===== config.mk =====
export PLATFORM = sky130hd
export DESIGN_NAME = switch_debounce
export DESIGN_NICKNAME = d
export VERILOG_FILES = /design/src/rtl/switch_debounce_pkg.sv /design/src/rtl/switch_debounce_ch.sv /design/src/rtl/switch_debounce.sv
export SDC_FILE = /design/constraint.sdc
export NUM_CORES = 1
export LEC_CHECK = 0
export CAP_MARGIN = 0
export CORE_MARGIN = 4
export CORE_UTILIZATION = 30
export CTS_BUF_LIST = sky130_fd_sc_hd__clkbuf_16
export CTS_CLUSTER_SIZE = 10
export DETAILED_ROUTE_END_ITERATION = 10
export HOLD_SLACK_MARGIN = 0.15
export PLACE_DENSITY = 0.49
export SYNTH_ARGS = -nofsm -noshare
export SYNTH_HDL_FRONTEND = slang
export SYNTH_HIERARCHICAL = 1
export SYNTH_SLANG_ARGS = --single-unit
export TNS_END_PERCENT = 5

===== constraint.sdc =====
create_clock -name clk -period 2.5 [get_ports clk]
set_clock_uncertainty 0.15 [all_clocks]
set_input_delay 0.375 -clock clk [delete_from_list [all_inputs] [get_ports clk]]
set_output_delay 0.375 -clock clk [all_outputs]
set_load 0.03 [all_outputs]

===== src/rtl/switch_debounce_pkg.sv =====
// Board constants shared by the switch conditioning logic.
package switch_debounce_pkg;

  localparam int CLK_HZ      = 50_000_000;
  localparam int DEBOUNCE_MS = 10;

  // Number of clk cycles in the debounce window.
  function automatic int debounce_cycles(input int clk_hz, input int ms);
    return (clk_hz / 1000) * ms;
  endfunction

endpackage


===== src/rtl/switch_debounce_ch.sv =====
// One debounce channel: 2-FF synchroniser, stability counter, clean level and edge pulses.
module debounce_ch #(
  parameter int CNT_MAX = 4,
  parameter int CNT_W   = 2
) (
  input  logic clk,
  input  logic rst,
  input  logic sw_raw,
  output logic sw_clean,
  output logic sw_rise,
  output logic sw_fall,
  output logic busy
);

  localparam logic [CNT_W-1:0] C_LAST = CNT_W'(CNT_MAX - 1);

  logic             r_s1;
  logic             r_s2;
  logic [CNT_W-1:0] r_cnt;
  logic             r_clean;
  logic             r_rise;
  logic             r_fall;

  always_ff @(posedge clk or posedge rst) begin
    if (rst) begin
      r_s1    <= 1'b0;
      r_s2    <= 1'b0;
      r_cnt   <= '0;
      r_clean <= 1'b0;
      r_rise  <= 1'b0;
      r_fall  <= 1'b0;
    end else begin
      r_s1   <= sw_raw;
      r_s2   <= r_s1;
      r_rise <= 1'b0;
      r_fall <= 1'b0;
      if (r_s2 == r_clean) begin
        r_cnt <= '0;
      end else if (r_cnt == C_LAST) begin
        // Level has been stable for the full window: accept it and flag the edge.
        r_clean <= r_s2;
        r_cnt   <= '0;
        r_rise  <= r_s2;
        r_fall  <= ~r_s2;
      end else begin
        r_cnt <= r_cnt + CNT_W'(1);
      end
    end
  end

  assign sw_clean = r_clean;
  assign sw_rise  = r_rise;
  assign sw_fall  = r_fall;
  assign busy     = (r_cnt != '0);

endmodule


===== src/rtl/switch_debounce.sv =====
// Board-level switch conditioner: NUM_CH independent debounce channels plus a settled flag.
module switch_debounce
  import switch_debounce_pkg::*;
#(
  parameter int NUM_CH  = 3,
  parameter int CNT_MAX = debounce_cycles(CLK_HZ, DEBOUNCE_MS)
) (
  input  logic              clk,
  input  logic              rst,
  input  logic [NUM_CH-1:0] sw_raw,
  output logic [NUM_CH-1:0] sw_clean,
  output logic [NUM_CH-1:0] sw_rise,
  output logic [NUM_CH-1:0] sw_fall,
  output logic              settled
);

  localparam int CNT_W = $clog2(CNT_MAX);

  logic [NUM_CH-1:0] w_busy;

  for (genvar i = 0; i < NUM_CH; i++) begin : g_ch
    debounce_ch #(
      .CNT_MAX (CNT_MAX),
      .CNT_W   (CNT_W)
    ) u_ch (
      .clk      (clk),
      .rst      (rst),
      .sw_raw   (sw_raw[i]),
      .sw_clean (sw_clean[i]),
      .sw_rise  (sw_rise[i]),
      .sw_fall  (sw_fall[i]),
      .busy     (w_busy[i])
    );
  end

  assign settled = ~|w_busy;

endmodule


==> metrics <==
Max Buffers Root-to-Sink=2; Worst EP arrival=2070 ps; Initial Util=~31%; R2R Path End=g_ch[1].u_ch/sw_clean$_DFFE_PP0P_; pwr dens=around 570 nW/µm²; Area contributors post-synth=dfrtp_1 (48%), xnor2_1 (9.4%), nor2_1 (5.7%), nor4_1 (3.7%), nand3_1 (3.2%); clock root cell=clkbuf_16; critical path class=flop to primary output; share of cells above drive strength 1=around 16%; Max Cap Violations=0; area share of the largest cell type after synthesis=roughly 48%; fmax=just under 400 MHz; Layout Nets=approximately 400; Sw Pwr=0.606 mW; Post-Syn Nets=approximately 370; RSZ-0062 raised after global routing=true; Clock Sinks=72; detailed placement HPWL=5330 µm; setup TNS=-96.6 ps; DRT Pass-1 Iters=4; hold path start=g_ch[1].u_ch/r_s1$_DFF_PP0_; antenna violations before repair=0; sequential element share of the synthesized area=a little under 50%; setup slack after layout=-96.6 ps; Comb power frac=under 10%; area grow syn2layout=18.6%; Worst-Skew Late Latency=330 ps; min cycle time layout=~2600 ps; Clk pwr share=~47%; cell leakage power=around 1.7 nW; failing checks=setup timing; vias in the first global route=about 2700; Post-synth ARST share=100%; grt total ovfl=0; chip width=between 100 and 150 µm; largest net degree at the start of global routing=25; Yosys warning count=6; Core Area=12100 µm²; final wirelength=~7700 µm; total power=~2.5 mW; status=finished with violations; Post-Syn Area=3720 µm²; Reg2Reg Depth=5; drt initial violations=75; Crit Path Max Fanout=6; Yosys top cell by area=dfrtp_1; CTS H-tree depth=3; Tcrit/Tclk final=104%; vias=between 2000 and 3000; WHS Endpoint=g_ch[1].u_ch/r_s2$_DFF_PP0_; first-pass GRT wire length=around 14000 µm; R2R Setup Slk=310 ps; Worst-Margin Slew=roughly 440 ps; Routed Antenna Nets=0; Total GRT Usage=between 10% and 20%; reg-to-reg startpoint=g_ch[1].u_ch/r_cnt[1]$_DFF_PP0_; slew margin rel.=a little over two thirds; Die Y=119 µm; Critical Path RT=1980 ps; CTS buffer count=9; startpoint types=flop; Avg Synthesized Cell Area=a little over 10 µm²; ys flop type=dfrtp_1; Mapped Cells=361; DR vias/cell=4.74; Clk pin slew, worst setup/hold paths=approximately 60 ps; gpl congestion=~0.81; EDFF count, synth=0; P_int=roughly 1.9 mW; worst vdd ir=0.000326 V; n_diodes=0; Routed WL per cell=approximately 14 µm; Hold Crit Class=flop to flop; Hold Path Stages=0; Top-Level Pins=15; full die area=14200 µm²; sequential share of power=about 48%; Final Max Tran Viols=0; post-synthesis register bit count=72; Crit. End Element=primary output; Net Sw Frac=between 20% and 30%; drt drc=0; Yosys cell types=31; final hold vios=0; FP Rows=40; most frequent cells in the layout=dfrtp_1 (69), nor2_1 (56), xnor2_1 (40); port bufs=14; Setup-failing EPs final=1; most common cell after layout, fill and taps aside=dfrtp_1; CTS tree=done
-- cells by family after synthesis --
logic type	share of synthesized area, %
muxes	2.83
buffers and inverters	4.51
DFF	48.5
AOI/OAI and AO/OA	2.73
adders and majority gates	2.02
and+or+nand+nor	28.1
xor gates and xnor gates	11.3
-- worst max-delay path by stage --
stage	start	endpoint	slack (ps)
final	g_ch[1].u_ch/r_cnt[0]$_DFF_PP0_	settled	-100
after global placement	g_ch[1].u_ch/r_cnt[0]$_DFF_PP0_	settled	190
after global routing	g_ch[1].u_ch/r_cnt[1]$_DFF_PP0_	settled	-190
after floorplan	g_ch[1].u_ch/r_cnt[0]$_DFF_PP0_	settled	260
after detailed placement	g_ch[1].u_ch/r_cnt[0]$_DFF_PP0_	settled	150
after CTS	g_ch[2].u_ch/r_cnt[1]$_DFF_PP0_	settled	-100
-- power groups by stage --
stage | Clock, mW | Combinational (mW) | Sequential (mW)
3_5_place_dp | 0 | 0.118 | 1.23
6_report | 1.18 | 0.130 | 1.20
2_1_floorplan | 0 | 0.0834 | 1.22
5_1_grt | 1.27 | 0.147 | 1.20
4_1_cts | 1.23 | 0.128 | 1.20
3_3_place_gp | 0 | 0.117 | 1.23
-- timing repair --
| action | CTS | global route |
|---|---|---|
| setup endpoints to repair | 1 | 1 |
| buffers inserted | 2 | 3 |
| pin swaps | 3 | 3 |
| resized for setup | 4 | 3 |
| hold buffers | 0 | 0 |
| gates cloned | 0 | 0 |
-- layer usage --
metal  global-route usage (%)  up-vias  routed length [µm]
met4                     3.79        0                  70
li1                         -     1317                   -
met1                     16.3     1318                3790
met5                        0        -                   0
met2                     17.9       36                3600
met3                     2.61        6                 213
-- through the flow --
| step | utilization [%] | instance area, µm² | hold WS [ps] | worst slack (ps) | instances |
|---|---|---|---|---|---|
| final | 36.6 | 4410 | 201 | -96.6 | 565 |
| after global routing | 36.6 | 4410 | 208 | -193 | 565 |
| after CTS | 36.3 | 4380 | 203 | -105 | 562 |
| after detailed placement | 33.8 | 4070 | 195 | 148 | 544 |
| after global placement | 33.8 | 4070 | 186 | 193 | 544 |
| after floorplan | - | 3720 | 181 | 260 | 361 |
-- state kept, by name, indices dropped and copies added, names as in the netlist --
| register | flops |
|---|---|
| g_ch.u_ch/r_cnt | 57 |
| g_ch.u_ch/r_s1 | 3 |
| g_ch.u_ch/r_s2 | 3 |
| g_ch.u_ch/sw_clean | 3 |
| g_ch.u_ch/sw_fall | 3 |
| g_ch.u_ch/sw_rise | 3 |
-- final cells by class --
type	count	area [µm²]
Fill cell	1213	7650
Sequential cell	72	1810
Multi-Input combinational cell	259	1770
Timing Repair Buffer	35	295
Clock buffer	9	225
Tap cell	168	210
Inverter	15	56.3
Clock inverter	7	47.5
-- synthesized netlist by cell type (8+ instances only) --
cell and n:
dfrtp_1 72, nor2_1 56, xnor2_1 40, nand3_1 24, nand2_1 22, nor4_1 22, inv_1 15, nand4_1 15
nor3_1 12, nor3b_1 9, buf_2 8, xor2_1 8
-- critical path: stages, from the launching register on --
cell and delay [ps]:
dfrtp_2 430, inv_1 60, ha_1 120, or4b_4 460, nor4_2 160, nand2_1 110
nor3_2 210, buf_4 190
Power figures use the tool's default switching activity.
